==> src/rtl/seq_detector_param_if.sv <==
// Bus bundle for seq_detector_param: runtime configuration, serial input stream and match outputs.
interface seq_detector_param_if #(
  parameter int PAT_W = 8,
  parameter int LEN_W = $clog2(PAT_W) + 1,
  parameter int CNT_W = 8
);
  logic             cfg_load;
  logic [PAT_W-1:0] cfg_pattern;
  logic [LEN_W-1:0] cfg_len;
  logic             cfg_overlap;
  logic             cfg_mealy;
  logic             en;
  logic             din;
  logic             match;
  logic [CNT_W-1:0] match_cnt;
  logic             cfg_err;
  logic             armed;

  modport master (
    output cfg_load, cfg_pattern, cfg_len, cfg_overlap, cfg_mealy, en, din,
    input  match, match_cnt, cfg_err, armed
  );

  modport slave (
    input  cfg_load, cfg_pattern, cfg_len, cfg_overlap, cfg_mealy, en, din,
    output match, match_cnt, cfg_err, armed
  );
endinterface

==> src/rtl/seq_detector_param.sv <==
// Runtime-programmable serial pattern detector (overlap/non-overlap, Mealy/Moore output).
// Optional match counter is built only when SEQDET_MATCH_CNT_EN is defined; otherwise match_cnt is 0.
module seq_detector_param #(
  parameter int PAT_W = 8,
  parameter int LEN_W = $clog2(PAT_W) + 1,
  parameter int CNT_W = 8
) (
  input logic               clk,
  input logic               rst,
  seq_detector_param_if.slave bus
);

  localparam logic [0:0]       UNCFG   = 1'b0;
  localparam logic [0:0]       SEARCH  = 1'b1;
  localparam logic [LEN_W-1:0] PAT_W_L = LEN_W'(PAT_W);
  localparam logic [LEN_W:0]   PAT_W_X = (LEN_W+1)'(PAT_W);

  logic [0:0]       r_state;
  logic [PAT_W-1:0] r_pattern;
  logic [LEN_W-1:0] r_len;
  logic             r_overlap;
  logic             r_mealy;
  // The oldest history bit would only ever be shifted out, so it is not stored.
  logic [PAT_W-2:0] r_hist;
  logic [LEN_W-1:0] r_fill;
  logic             r_match_p1;
  logic             r_cfg_err;

  logic             w_len_ok;
  logic             w_shift;
  logic [PAT_W-1:0] w_cand;
  logic [PAT_W-1:0] w_mask;
  logic [LEN_W:0]   w_fill_inc;
  logic [LEN_W-1:0] w_fill_nxt;
  logic             w_hit;

  assign w_len_ok   = (bus.cfg_len != '0) && (bus.cfg_len <= PAT_W_L);
  // A data bit arriving together with cfg_load is discarded.
  assign w_shift    = (r_state == SEARCH) && bus.en && !bus.cfg_load;
  assign w_cand     = {r_hist, bus.din};
  assign w_mask     = ~({PAT_W{1'b1}} << r_len);
  assign w_fill_inc = {1'b0, r_fill} + (LEN_W+1)'(1);
  assign w_fill_nxt = (w_fill_inc >= PAT_W_X) ? PAT_W_L : w_fill_inc[LEN_W-1:0];
  assign w_hit      = w_shift && (w_fill_inc >= {1'b0, r_len}) &&
                      ((w_cand & w_mask) == (r_pattern & w_mask));

  always_ff @(posedge clk or posedge rst) begin
    if (rst) begin
      r_state    <= UNCFG;
      r_pattern  <= '0;
      r_len      <= '0;
      r_overlap  <= 1'b0;
      r_mealy    <= 1'b0;
      r_hist     <= '0;
      r_fill     <= '0;
      r_match_p1 <= 1'b0;
      r_cfg_err  <= 1'b0;
    end else begin
      // Stage p1: Moore strobe; w_hit is 0 on idle and load cycles, which drops any pending match.
      r_match_p1 <= w_hit;
      r_cfg_err  <= bus.cfg_load && !w_len_ok;
      if (bus.cfg_load) begin
        if (w_len_ok) begin
          r_state   <= SEARCH;
          r_pattern <= bus.cfg_pattern;
          r_len     <= bus.cfg_len;
          r_overlap <= bus.cfg_overlap;
          r_mealy   <= bus.cfg_mealy;
          r_hist    <= '0;
          r_fill    <= '0;
        end
      end else if (w_shift) begin
        if (w_hit && !r_overlap) begin
          r_hist <= '0;
          r_fill <= '0;
        end else begin
          r_hist <= w_cand[PAT_W-2:0];
          r_fill <= w_fill_nxt;
        end
      end
    end
  end

`ifdef SEQDET_MATCH_CNT_EN
  logic [CNT_W-1:0] r_cnt;

  always_ff @(posedge clk or posedge rst) begin
    if (rst) begin
      r_cnt <= '0;
    end else if (w_hit && (r_cnt != {CNT_W{1'b1}})) begin
      r_cnt <= r_cnt + CNT_W'(1);
    end
  end

  assign bus.match_cnt = r_cnt;
`else
  assign bus.match_cnt = '0;
`endif

  assign bus.match   = r_mealy ? w_hit : r_match_p1;
  assign bus.cfg_err = r_cfg_err;
  assign bus.armed   = (r_state == SEARCH);

endmodule

==> src/flat_wrapper.sv <==
// flat-port wrapper written by rule: the top's interface ports become plain ports
module seq_detector_param_flat 
#(
  parameter int PAT_W = 8,
  parameter int LEN_W = $clog2(PAT_W) + 1,
  parameter int CNT_W = 8
)
  (clk, rst, bus_cfg_load, bus_cfg_pattern, bus_cfg_len, bus_cfg_overlap, bus_cfg_mealy, bus_en, bus_din, bus_match, bus_match_cnt, bus_cfg_err, bus_armed);
  seq_detector_param_if #(.PAT_W(PAT_W), .LEN_W(LEN_W), .CNT_W(CNT_W)) bus_i ();
  input logic clk;
  input logic rst;
  input wire logic [$bits(bus_i.cfg_load)-1:0] bus_cfg_load;
  input wire logic [$bits(bus_i.cfg_pattern)-1:0] bus_cfg_pattern;
  input wire logic [$bits(bus_i.cfg_len)-1:0] bus_cfg_len;
  input wire logic [$bits(bus_i.cfg_overlap)-1:0] bus_cfg_overlap;
  input wire logic [$bits(bus_i.cfg_mealy)-1:0] bus_cfg_mealy;
  input wire logic [$bits(bus_i.en)-1:0] bus_en;
  input wire logic [$bits(bus_i.din)-1:0] bus_din;
  output wire logic [$bits(bus_i.match)-1:0] bus_match;
  output wire logic [$bits(bus_i.match_cnt)-1:0] bus_match_cnt;
  output wire logic [$bits(bus_i.cfg_err)-1:0] bus_cfg_err;
  output wire logic [$bits(bus_i.armed)-1:0] bus_armed;
  assign bus_i.cfg_load = bus_cfg_load;
  assign bus_i.cfg_pattern = bus_cfg_pattern;
  assign bus_i.cfg_len = bus_cfg_len;
  assign bus_i.cfg_overlap = bus_cfg_overlap;
  assign bus_i.cfg_mealy = bus_cfg_mealy;
  assign bus_i.en = bus_en;
  assign bus_i.din = bus_din;
  assign bus_match = bus_i.match;
  assign bus_match_cnt = bus_i.match_cnt;
  assign bus_cfg_err = bus_i.cfg_err;
  assign bus_armed = bus_i.armed;
  seq_detector_param #(.PAT_W(PAT_W), .LEN_W(LEN_W), .CNT_W(CNT_W)) u_core (.clk(clk), .rst(rst), .bus(bus_i));
endmodule
==> config.mk <==
export PLATFORM = sky130hd
export DESIGN_NAME = seq_detector_param_flat
export DESIGN_NICKNAME = d
export VERILOG_FILES = /design/src/rtl/seq_detector_param_if.sv /design/src/rtl/seq_detector_param.sv /design/src/flat_wrapper.sv
export SDC_FILE = /design/constraint.sdc
export NUM_CORES = 1
export LEC_CHECK = 0
export ABC_CLOCK_PERIOD_IN_PS = 2700
export BUFFER_PORTS_ARGS = -buffer_cell sky130_fd_sc_hd__buf_2
export CAP_MARGIN = 10
export CORE_MARGIN = 8
export CORE_UTILIZATION = 52
export CTS_BUF_LIST = sky130_fd_sc_hd__clkbuf_4 sky130_fd_sc_hd__clkbuf_8
export CTS_CLUSTER_DIAMETER = 60
export DETAILED_ROUTE_END_ITERATION = 6
export GPL_ROUTABILITY_DRIVEN = 0
export PLACE_DENSITY_LB_ADDON = 0.2
export RECOVER_POWER = 50
export SYNTH_ARGS = -nofsm -noshare
export SYNTH_HDL_FRONTEND = slang
export SYNTH_SLANG_ARGS = --single-unit
==> constraint.sdc <==
create_clock -name clk -period 2.7 [get_ports clk]
set_input_delay 0.405 -clock clk [delete_from_list [all_inputs] [get_ports clk]]
set_output_delay 0.405 -clock clk [all_outputs]
set_load 0.005 [all_outputs]
==> impl_metrics.sql, run 1 <==
INSERT INTO impl_metrics (metric_group, metric, value, unit) VALUES
('outcome', 'run_status', 'complete, but fails checks', ''),
('outcome', 'violations', 'max-capacitance violations, max-slew violations', ''),
('timing', 'max_slew.worst_pin.slew', '1.51', 'ns'),
('timing', 'maxSlewHeadroom', '-0.00339', ''),
('layout', 'finalNetCount', '183', ''),
('cts', 'clkLatencyLatePin', '0.32', 'ns'),
('grt', 'globalRouteOverflowTotal', '0', ''),
('cts', 'htreeDepth', '1', ''),
('layout', 'multi_input_comb_area', '813', 'µm²'),
('detailed_routing', 'post_detailed_route_drc_marker_count', '0', ''),
('logic_synthesis', 'fraction_of_the_mapped_netlist_area_in_compound_gates', '0.114', ''),
('logic_synthesis', 'synth_async_sr_flop_share', '1.00', ''),
('cts', 'clockBufferDepth', '2', ''),
('setup_path', 'worst-setup-path-type', 'flip-flop to output pin', ''),
('power', 'power_per_standard_cell_area', '645', 'nW/µm²'),
('setup_path', 'end_kind', 'output pin', ''),
('floorplan', 'starting_density_of_the_core', '0.551', ''),
('timing', 'finClkSkew', '0.0106', 'ns'),
('detailed_routing', 'route.detailed.vias_per_inst', '5.56', ''),
('logic_synthesis', 'post_synth_mux_area_share', '0.109', ''),
('floorplan', 'design.die.area', '4940', 'µm²'),
('timing', 'slew_violations', '28', ''),
('place', 'detailed_place_hpwl', '2.12', 'mm'),
('logic_synthesis', 'yosysUniqueCellTypes', '38', ''),
('cts', 'clock-root-buffer', 'sky130_fd_sc_hd__clkbuf_4', ''),
('grt', 'first_global_vias', '1140', ''),
('layout', 'drive_gt1_frac', '0.350', ''),
('floorplan', 'die-height', '70.3', 'µm'),
('cts', 'cts_tree', 'built', ''),
('setup_path', 'worstSetupStartpointType', 'flip-flop', ''),
('logic_synthesis', 'synth_cells', '133', ''),
('logic_synthesis', 'number_of_enable_type_register_cells_in_the_synthesized_netlist', '0', ''),
('detailed_routing', 'final_antenna_net_count', '0', ''),
('logic_synthesis', 'adder_cell_share_of_the_synthesized_area', '0.0490', ''),
('cts', 'clock-sinks', '28', ''),
('logic_synthesis', 'main_combinational_cell_family_by_area_after_synthesis', 'simple AND/OR/NAND/NOR gates', ''),
('place', 'preCtsSetupSlack', '0.290', 'ns'),
('grt', 'grt_antenna_before_repair', '0', ''),
('cts', 'cts_inserted_buffers', '3', ''),
('detailed_routing', 'totalWireLength', '2.97', 'mm'),
('logic_synthesis', 'synthXorXnorAreaFrac', '0.0686', ''),
('setup_path', 'max_stage_delay', '0.48', 'ns'),
('place', 'portBuffers', '21', ''),
('grt', 'first_pass_grt_wire_length', '5.05', 'mm'),
('setup_path', 'critical_path.n_buffers_inverters', '2', ''),
('grt', 'pin_count_of_the_biggest_net_entering_global_routing', '29', ''),
('setup_path', 'worst-endpoint-required', '2.30', 'ns'),
('floorplan', 'boundaryPins', '30', ''),
('power', 'totalPowerFinal', '1140', 'µW'),
('layout', 'insertedDiodeCount', '0', ''),
('run', 'cap_violations', '1', ''),
('timing', 'finalCritPeriodShare', '0.974', ''),
('detailed_routing', 'drt_pass1_iterations', '4', ''),
('logic_synthesis', 'synth_simple_gate_area_frac', '0.122', ''),
('logic_synthesis', 'postSynth.topFlopCell', 'sky130_fd_sc_hd__dfrtp_1', ''),
('setup_path', 'crit_chain', 'buf_6, ha_1, nand2b_4, a211oi_2, o21ai_2, nand3_2, nor2_2, mux2_2, buf_2', ''),
('logic_synthesis', 'mappedNetlistArea', '1530', 'µm²'),
('timing', 'finalHoldViolations', '0', ''),
('power', 'power.static_leakage', '0.000825', 'µW'),
('layout', 'seq_area', '703', 'µm²'),
('setup_path', 'worst_path_dominant_cell_family', 'flip-flops', ''),
('logic_synthesis', 'seq_total_area_yosys', '0.457', ''),
('timing', 'shortest_clock_period_the_worst_path_allows_after_layout', '2.63', 'ns'),
('setup_path', 'r2r_start', 'u_core.r_fill[0]', ''),
('setup_path', 'arrival', '2.23', 'ns'),
('setup_path', 'critPathLaunch', 'u_core.r_fill[0]', ''),
('timing', 'timing.fmax', '380', 'MHz'),
('logic_synthesis', 'register_bit_total_from_synthesis', '28', ''),
('floorplan', 'rows', '19', ''),
('power', 'worst_ir_drop_vdd', '0.454', 'mV'),
('cts', 'clock_slew_seen_by_the_registers_of_the_worst_setup_and_hold_paths', '0.15', 'ns');
## per-layer routing
layer / GRT usage / share of wire / routed length [µm]
met4: 0.0513 / 0.011 / 32
met2: 0.203 / 0.51 / 1510
met3: 0.0311 / 0.040 / 119
met5: 0 / 0 / 0
met1: 0.141 / 0.44 / 1310
## flip-flops by register name, indices dropped and copies added (netlist names)
| name | cells |
|---|---|
| u_core.r_pattern | 8 |
| u_core.r_hist | 7 |
| u_core.r_fill | 4 |
| u_core.r_len | 4 |
| u_core.bus.armed | 1 |
| u_core.bus.cfg_err | 1 |
| u_core.r_match_p1 | 1 |
| u_core.r_mealy | 1 |
| u_core.r_overlap | 1 |
## cell families (layout without fill, tap and decap cells)
group           after synthesis  count (layout)
simple gates                 29              29
flops                        28              28
compound gates               24              24
buf+inv                      18              35
mux                          15              15
xor+xnor                     12              12
fa+ha+maj                     6               6
other cells                   1               8
## power breakdown
| part | internal (µW) | switching, µW | leakage (µW) | total [µW] |
|---|---|---|---|---|
| combinational | 180 | 151 | 0.000448 | 331 |
| sequential | 477 | 64.0 | 0.000349 | 541 |
| clock | 150 | 118 | 0.0000279 | 268 |
## through the flow
| stage | cells | instance area, µm² | TNS (ns) | hold slack (ns) | utilization |
|---|---|---|---|---|---|
| after floorplan | 140 | 1560 | 0 | 0.470 | - |
| after global placement | 181 | 1620 | 0 | 0.481 | 0.582 |
| after detailed placement | 181 | 1620 | 0 | 0.485 | 0.582 |
| after CTS | 187 | 1690 | 0 | 0.108 | 0.608 |
| after global routing | 188 | 1770 | -0.0377 | 0.255 | 0.636 |
| final | 188 | 1770 | 0 | 0.276 | 0.636 |
## cells in the final DEF (no fill, tap or decap), types with 2 or more instances in the layout
cell,count
sky130_fd_sc_hd__xor2_1,3
sky130_fd_sc_hd__nor3_1,4
sky130_fd_sc_hd__xnor2_1,8
sky130_fd_sc_hd__buf_2,20
sky130_fd_sc_hd__nand2_1,5
sky130_fd_sc_hd__dfrtp_1,26
sky130_fd_sc_hd__nor4b_1,2
sky130_fd_sc_hd__a21oi_1,5
sky130_fd_sc_hd__mux2_1,3
sky130_fd_sc_hd__nor2_1,2
sky130_fd_sc_hd__inv_1,5
sky130_fd_sc_hd__o21ai_2,2
sky130_fd_sc_hd__clkbuf_4,3
sky130_fd_sc_hd__conb_1,8
sky130_fd_sc_hd__nand2b_1,3
sky130_fd_sc_hd__clkbuf_1,2
sky130_fd_sc_hd__mux2_2,11
sky130_fd_sc_hd__a22o_1,9
sky130_fd_sc_hd__ha_4,2
sky130_fd_sc_hd__dfrtp_2,2
sky130_fd_sc_hd__a211oi_2,2
sky130_fd_sc_hd__ha_1,4
sky130_fd_sc_hd__buf_4,3
## synth_stat cells (2+ instances only)
library cell | n | area [µm²]
sky130_fd_sc_hd__dfrtp_1 | 28 | 701
sky130_fd_sc_hd__mux2_2 | 11 | 124
sky130_fd_sc_hd__a22o_1 | 9 | 78.8
sky130_fd_sc_hd__buf_4 | 9 | 67.6
sky130_fd_sc_hd__xnor2_1 | 9 | 78.8
sky130_fd_sc_hd__ha_1 | 6 | 75.1
sky130_fd_sc_hd__a21oi_1 | 5 | 25.0
sky130_fd_sc_hd__inv_1 | 5 | 18.8
sky130_fd_sc_hd__nand2_1 | 5 | 18.8
sky130_fd_sc_hd__nand2b_1 | 4 | 25.0
sky130_fd_sc_hd__nor3_1 | 4 | 20.0
sky130_fd_sc_hd__mux2_1 | 3 | 33.8
sky130_fd_sc_hd__nand3_1 | 3 | 15.0
sky130_fd_sc_hd__nor2_1 | 3 | 11.3
sky130_fd_sc_hd__xor2_1 | 3 | 26.3
sky130_fd_sc_hd__buf_6 | 2 | 22.5
sky130_fd_sc_hd__nor4b_1 | 2 | 17.5
sky130_fd_sc_hd__o21ai_0 | 2 | 10.0
## what timing repair did
item | in CTS | in global routing
gates resized for setup | 2 | 14
pin swaps | 0 | 3
setup endpoints to repair | 1 | 1
buffers inserted | 2 | 1
hold buffers | 0 | 0
## layout make-up
cell class,count,share of cell area
well taps,31,0.0219
multi-input cells,94,0.460
flip-flops and latches,28,0.398
clock inverters,1,0.0170
inverters,5,0.0106
clock buffers,3,0.0127
repair buffers,26,0.0800
## worst paths after layout
path	end	slack, ns	cells after the start
min in group asynchronous	u_core.r_fill[3]	0.56	3
max in group asynchronous	u_core.r_fill[0]	1.15	3
worst min register to register	u_core.r_pattern[4]	0.54	1
worst max register to register	u_core.r_hist[2]	0.69	9
worst max-delay path	bus_match	0.07	9
worst min-delay path	u_core.r_pattern[1]	0.28	2
Note: power is estimated with default switching activity, not from simulation.
==> inputs of run 2 (changes only) <==
--- a/config.mk
+++ b/config.mk
@@ -14,6 +14,7 @@
 export CTS_CLUSTER_DIAMETER = 60
 export DETAILED_ROUTE_END_ITERATION = 6
 export GPL_ROUTABILITY_DRIVEN = 0
+export GPL_TIMING_DRIVEN = 0
 export PLACE_DENSITY_LB_ADDON = 0.2
 export RECOVER_POWER = 50
 export SYNTH_ARGS = -nofsm -noshare
==> run 2 against run 1 <==
Net effect: the run now ends clean; worst hold slack better by 0.010 ns; global-route usage is 0.43 points higher; sequential power is 0.7% higher.
==> impl_metrics.sql, run 2 (synthesis gave the netlist of run 1 again) <==
INSERT INTO impl_metrics (metric_group, metric, value, unit) VALUES
('outcome', 'run_status', 'complete, no violations', ''),
('cts', 'clock-sinks', '28', ''),
('timing', 'fin_hold_ws', '0.286', 'ns'),
('floorplan', 'floorplan.die.width', '70.3', 'µm'),
('setup_path', 'reg2reg_slack', '0.51', 'ns'),
('timing', 'finalHoldViolations', '0', ''),
('power', 'cell_internal_pwr', '753', 'µW'),
('detailed_routing', 'detail_route.wl_per_cell', '15.9', 'µm'),
('timing', 'maxSlewHeadroom', '0.185', ''),
('cts', 'cts_tree', 'built', ''),
('layout', 'insertedDiodeCount', '0', ''),
('grt', 'grt_util_all_layers', '0.125', ''),
('setup_path', 'end_kind', 'output pin', ''),
('floorplan', 'starting_density_of_the_core', '0.551', ''),
('layout', 'num-fill-cells', '224', ''),
('grt', 'globalRouteOverflowTotal', '0', ''),
('floorplan', 'floorplan.core_area', '2780', 'µm²'),
('power', 'worst_ir_drop_vdd', '0.541', 'mV'),
('layout', 'finalNetCount', '199', ''),
('grt', 'first_global_vias', '1162', ''),
('place', 'preCtsSetupSlack', '0.247', 'ns'),
('layout', 'final_cell_count_no_fill', '203', ''),
('power', 'clockPowerShare', '0.154', ''),
('layout', 'largest_register_ff_count', '8', ''),
('detailed_routing', 'route.detailed.vias_per_inst', '5.30', ''),
('layout', 'area_growth', '23.8', '%'),
('timing', 'finalCritPeriodShare', '0.974', ''),
('hold_path', 'worst_hold_path.endpoint', 'u_core.r_pattern[4]', ''),
('setup_path', 'arrival', '2.23', 'ns'),
('timing', 'finalWorstSetupSlack', '0.0691', 'ns'),
('cts', 'clkLatencyLatePin', '0.32', 'ns'),
('power', 'sw_frac_of_total', '0.321', ''),
('detailed_routing', 'post_detailed_route_drc_marker_count', '0', ''),
('hold_path', 'timing.hold.worst.class', 'input pin to flip-flop', ''),
('detailed_routing', 'drt_iter0_markers', '45', ''),
('layout', 'layout.cells.most_common_list', 'sky130_fd_sc_hd__dfrtp_1, sky130_fd_sc_hd__buf_2, sky130_fd_sc_hd__buf_4', ''),
('layout', 'regMostFlops', 'u_core.r_pattern', ''),
('timing', 'finClkSkew', '0.00429', 'ns'),
('timing', 'shortest_clock_period_the_worst_path_allows_after_layout', '2.63', 'ns'),
('cts', 'htreeDepth', '1', ''),
('detailed_routing', 'drt_pass1_iterations', '4', ''),
('floorplan', 'boundaryPins', '30', ''),
('timing', 'slew_violations', '0', ''),
('place', 'portBuffers', '21', ''),
('power', 'power.static_leakage', '0.000892', 'µW'),
('power', 'seq_power_share', '0.491', ''),
('grt', 'first_pass_grt_wire_length', '5.17', 'mm'),
('cts', 'clock-root-buffer', 'sky130_fd_sc_hd__clkbuf_4', ''),
('place', 'detailed_place_hpwl', '2.23', 'mm'),
('grt', 'pin_count_of_the_biggest_net_entering_global_routing', '29', ''),
('setup_path', 'worst-setup-path-type', 'flip-flop to output pin', ''),
('setup_path', 'crit-reg2reg-capture', 'u_core.r_hist[5]', ''),
('power', 'power_per_standard_cell_area', '585', 'nW/µm²'),
('setup_path', 'reg2reg_depth', '9', ''),
('setup_path', 'worstSetupStartpointType', 'flip-flop', ''),
('hold_path', 'timing.hold.worst.start', 'bus_cfg_pattern[4]', ''),
('layout', 'layout_top_registers', 'u_core.r_pattern x8, u_core.r_hist x7', ''),
('floorplan', 'rows', '19', ''),
('setup_path', 'path_max_fanout', '4', ''),
('layout', 'drive_gt1_frac', '0.424', ''),
('floorplan', 'design.die.area', '4940', 'µm²'),
('power', 'combPwrFrac', '0.355', ''),
('timing', 'max_slew.worst_pin.slew', '1.22', 'ns'),
('detailed_routing', 'final_antenna_net_count', '0', ''),
('run', 'cap_violations', '0', ''),
('detailed_routing', 'totalWireLength', '3.22', 'mm'),
('hold_path', 'hold-path-cell-count', '2', ''),
('cts', 'clockBufferDepth', '2', ''),
('place', 'place_inst', '192', ''),
('setup_path', 'r2r_start', 'u_core.r_fill[0]', ''),
('detailed_routing', 'routed-via-count', '1075', ''),
('timing', 'timing.setup.tns', '0', 'ns'),
('timing', 'setup_violations', '0', ''),
('floorplan', 'die-height', '70.3', 'µm'),
('power', 'switchingPower', '357', 'µW'),
('cts', 'cts_inserted_buffers', '3', ''),
('setup_path', 'worst-endpoint-required', '2.30', 'ns'),
('layout', 'layout.cells.most_common', 'sky130_fd_sc_hd__dfrtp_1', ''),
('timing', 'timing.fmax', '380', 'MHz'),
('cts', 'clock_slew_seen_by_the_registers_of_the_worst_setup_and_hold_paths', '0.14', 'ns'),
('grt', 'grt_antenna_before_repair', '0', '');
## run 2: cell types whose count changed in the layout (fill, tap and decap cells not counted), sizes merged
cell,delta
dlygate4sd3,+1
bufinv,-1
buf,+15
## run 2: timing repair
action | CTS | global route
endpoints found under the hold margin | 0 | 5
buffers inserted | 3 | 4
endpoints found under the setup margin | 1 | 1
pin swaps | 0 | 7
hold buffers | 0 | 1
resized for setup | 3 | 19
## run 2: worst max-delay path: stages, from the launching register on
cell and delay, ns:
sky130_fd_sc_hd__dfrtp_2 0.49, sky130_fd_sc_hd__buf_6 0.14, sky130_fd_sc_hd__ha_1 0.28, sky130_fd_sc_hd__nand2b_4 0.14, sky130_fd_sc_hd__a211oi_2 0.23, sky130_fd_sc_hd__o21ai_2 0.10
sky130_fd_sc_hd__nand3_2 0.11, sky130_fd_sc_hd__nor2_2 0.04, sky130_fd_sc_hd__mux2_2 0.25, sky130_fd_sc_hd__buf_2 0.12
## run 2: stage by stage
stage,cell area (µm²),utilization,power [µW]
6_report,1900,0.682,1110
5_1_grt,1900,0.682,1180
4_1_cts,1760,0.632,1010
3_5_place_dp,1700,0.612,818
3_3_place_gp,1700,0.612,800
2_1_floorplan,1560,-,744
## run 2: cell type report
type	instances	area (µm²)	share of cell area
Tap cell	31	38.8	0.0204
Multi-Input combinational cell	94	836	0.441
Buffer	12	95.1	0.0501
Timing Repair Buffer	30	181	0.0956
Inverter	5	18.8	0.00989
Clock buffer	3	22.5	0.0119
Sequential cell	28	704	0.371
## run 2: power by group through the flow
stage / registers, µW / logic [µW] / clock network (µW)
finish: 545 / 394 / 171
global route: 555 / 439 / 189
floorplan: 526 / 219 / 0
CTS: 531 / 305 / 176
global placement: 538 / 261 / 0
detailed placement: 543 / 275 / 0
## run 2: layer usage
| metal | wire (µm) | vias up | track usage |
|---|---|---|---|
| met2 | 1710 | 15 | 0.217 |
| met4 | 14 | 0 | 0.0402 |
| li1 | - | 532 | - |
| met3 | 109 | 2 | 0.0325 |
| met1 | 1390 | 526 | 0.145 |
| met5 | 0 | - | 0 |
## run 2: worst max-delay path by stage
stage | startpoint | to | slack (ns)
after floorplan | u_core.r_fill[0] | bus_match | 0.56
after global placement | u_core.r_fill[0] | bus_match | 0.33
after detailed placement | u_core.r_fill[0] | bus_match | 0.25
after CTS | u_core.r_fill[0] | bus_match | 0.007
after global routing | u_core.r_fill[0] | bus_match | -0.07
final | u_core.r_fill[0] | bus_match | 0.07
==> inputs of run 3 (changes only) <==
--- a/config.mk
+++ b/config.mk
@@ -17,6 +17,7 @@
 export GPL_TIMING_DRIVEN = 0
 export PLACE_DENSITY_LB_ADDON = 0.2
 export RECOVER_POWER = 50
+export SETUP_SLACK_MARGIN = 0.5
 export SYNTH_ARGS = -nofsm -noshare
 export SYNTH_HDL_FRONTEND = slang
 export SYNTH_SLANG_ARGS = --single-unit
==> run 3 against run 2 <==
Net effect: die area stayed put; clock-buffer cell count stayed put; global-route usage is 0.82 points higher; combinational power is 3% higher; register-to-register slack better by 0.02 ns.
==> impl_metrics.sql, run 3 (synthesis gave the netlist of run 1 again) <==
INSERT INTO impl_metrics (metric_group, metric, value, unit) VALUES
('detailed_routing', 'post_detailed_route_drc_marker_count', '0', ''),
('hold_path', 'timing.hold.worst.class', 'input pin to flip-flop', ''),
('detailed_routing', 'final_antenna_net_count', '0', ''),
('timing', 'slew_violations', '0', ''),
('power', 'clockPowerShare', '0.151', ''),
('floorplan', 'die-height', '70.3', 'µm'),
('grt', 'first_global_vias', '1190', ''),
('layout', 'layout.cells.most_common_list', 'sky130_fd_sc_hd__dfrtp_1, sky130_fd_sc_hd__buf_2, sky130_fd_sc_hd__buf_4', ''),
('cts', 'clock-root-buffer', 'sky130_fd_sc_hd__clkbuf_4', ''),
('grt', 'globalRouteMet2Util', '0.232', ''),
('timing', 'max_slew.worst_pin.slew', '1.24', 'ns'),
('grt', 'first_pass_grt_wire_length', '5.50', 'mm'),
('detailed_routing', 'routed-via-count', '1087', ''),
('power', 'combPwrFrac', '0.363', ''),
('grt', 'globalRouteOverflowTotal', '0', ''),
('setup_path', 'crit_chain', 'ha_4, xor2_1, ha_2, a211oi_2, o21ai_2, nand3_2, nor2_2, mux2_4, buf_6', ''),
('layout', 'finish.instance_area', '1920', 'µm²'),
('power', 'worst_ir_drop_vdd', '0.538', 'mV'),
('place', 'portBuffers', '21', ''),
('detailed_routing', 'drt_pass1_iterations', '4', ''),
('grt', 'grt_antenna_before_repair', '0', ''),
('layout', 'area_growth', '25.4', '%'),
('timing', 'timing.fmax', '377', 'MHz'),
('cts', 'clock_slew_seen_by_the_registers_of_the_worst_setup_and_hold_paths', '0.14', 'ns'),
('floorplan', 'boundaryPins', '30', ''),
('timing', 'finClkSkew', '0.00578', 'ns'),
('timing', 'rsz0062_at_grt', 'true', ''),
('power', 'cell_internal_pwr', '760', 'µW'),
('timing', 'finalCritPeriodShare', '0.983', ''),
('power', 'seq_power_share', '0.486', ''),
('floorplan', 'floorplan.die.width', '70.3', 'µm'),
('floorplan', 'floorplan.core_area', '2780', 'µm²'),
('setup_path', 'end_kind', 'output pin', ''),
('run', 'cap_violations', '0', ''),
('grt', 'pin_count_of_the_biggest_net_entering_global_routing', '29', ''),
('timing', 'finalHoldViolations', '0', ''),
('grt', 'gr-usage-met3', '0.0325', ''),
('layout', 'largest_register_ff_count', '8', ''),
('layout', 'final_cell_count_no_fill', '205', ''),
('hold_path', 'timing.hold.worst.start', 'bus_cfg_pattern[4]', ''),
('setup_path', 'critical_path.slowest_cell', 'sky130_fd_sc_hd__dfrtp_2', ''),
('timing', 'setup_violations', '0', ''),
('setup_path', 'worst-setup-path-type', 'flip-flop to output pin', ''),
('setup_path', 'critPathLaunch', 'u_core.r_fill[0]', ''),
('layout', 'finalNetCount', '201', ''),
('setup_path', 'path_max_fanout', '4', ''),
('cts', 'cts_inserted_buffers', '3', ''),
('setup_path', 'worst-endpoint-required', '2.30', 'ns'),
('detailed_routing', 'route.detailed.vias_per_inst', '5.30', ''),
('floorplan', 'rows', '19', ''),
('setup_path', 'max_stage_delay', '0.49', 'ns'),
('layout', 'layout.cells.most_common', 'sky130_fd_sc_hd__dfrtp_1', ''),
('floorplan', 'starting_density_of_the_core', '0.551', ''),
('cts', 'clockBufferDepth', '2', ''),
('setup_path', 'arrival', '2.25', 'ns'),
('grt', 'grt_util_all_layers', '0.134', ''),
('layout', 'insertedDiodeCount', '0', ''),
('cts', 'clkLatencyLatePin', '0.32', 'ns'),
('setup_path', 'r2r_start', 'u_core.r_fill[1]', ''),
('detailed_routing', 'detail_route.wl_per_cell', '15.7', 'µm'),
('grt', 'grt_use_met1', '0.156', ''),
('timing', 'shortest_clock_period_the_worst_path_allows_after_layout', '2.65', 'ns'),
('detailed_routing', 'totalWireLength', '3.23', 'mm'),
('timing', 'maxSlewHeadroom', '0.172', ''),
('layout', 'layout_top_registers', 'u_core.r_pattern x8, u_core.r_hist x7', ''),
('timing', 'fin_hold_ws', '0.293', 'ns'),
('cts', 'clock-sinks', '28', ''),
('cts', 'htreeDepth', '1', ''),
('place', 'placed_area', '1700', 'µm²'),
('setup_path', 'worstSetupStartpointType', 'flip-flop', ''),
('grt', 'grt.busiest_layer', 'met2', ''),
('place', 'place_inst', '192', ''),
('power', 'sw_frac_of_total', '0.322', ''),
('layout', 'drive_gt1_frac', '0.420', ''),
('outcome', 'run_status', 'complete, no violations', ''),
('power', 'power.static_leakage', '0.000899', 'µW'),
('floorplan', 'design.die.area', '4940', 'µm²'),
('power', 'totalPowerFinal', '1120', 'µW'),
('power', 'switchingPower', '361', 'µW'),
('power', 'power_per_standard_cell_area', '583', 'nW/µm²'),
('cts', 'cts_tree', 'built', ''),
('place', 'detailed_place_hpwl', '2.23', 'mm'),
('layout', 'regMostFlops', 'u_core.r_pattern', ''),
('detailed_routing', 'drt_iter0_markers', '77', '');
[run 3: changes by cell type in the layout (fill, tap and decap cells not counted), sizes merged]
cell | previous run | this run
buf | 39 | 40
clkbuf | 5 | 6
[run 3: repair_timing]
item	in CTS	in global routing
gates cloned	0	0
pin swaps	7	12
endpoints found under the hold margin	0	5
endpoints found under the setup margin	5	11
hold buffers	0	1
setup buffers	6	2
gates resized for setup	13	10
[run 3: layout make-up]
class	instances	area, µm²
Timing Repair Buffer	31	195
Clock buffer	3	22.5
Multi-Input combinational cell	94	845
Buffer	13	98.8
Tap cell	31	38.8
Inverter	5	18.8
Fill cell	221	860
Sequential cell	28	703
[run 3: path summary, 6_finish.rpt]
| path | slack (ns) | endpoint | depth (start not counted) |
|---|---|---|---|
| setup / recovery | 0.05 | bus_match | 9 |
| hold / removal | 0.29 | u_core.r_pattern[4] | 2 |
| setup reg to reg | 0.53 | u_core.r_hist[5] | 10 |
| hold reg to reg | 0.55 | u_core.r_pattern[4] | 1 |
| max in group asynchronous | 0.71 | u_core.r_fill[0] | 4 |
| min in group asynchronous | 0.52 | u_core.r_pattern[1] | 3 |
[run 3: stage by stage]
step	utilization	setup TNS (ns)	setup slack, ns
after global placement	0.612	0	0.333
after global routing	0.691	-0.101	-0.101
after detailed placement	0.612	0	0.247
after floorplan	-	0	0.564
final	0.691	0	0.0458
after CTS	0.664	0	0.0731
[run 3: metal layers]
layer / vias up / share of wire
met5: - / 0
met1: 519 / 0.43
met4: 0 / 0.0077
li1: 537 / -
met2: 27 / 0.52
met3: 4 / 0.043
[run 3: power groups by stage]
stage / clock [µW] / combinational, µW / sequential (µW)
detailed placement: 0 / 275 / 543
global placement: 0 / 261 / 538
finish: 169 / 407 / 544
global route: 187 / 449 / 556
floorplan: 0 / 219 / 526
CTS: 176 / 355 / 541
[run 3: worst max-delay path, delay by kind of cell, from the launching register on]
family	cells	cell delay, ns
flops	1	0.49
buf+inv	1	0.11
simple gates	2	0.15
mux	1	0.26
compound gates	2	0.36
xor+xnor	1	0.14
fa+ha+maj	2	0.40
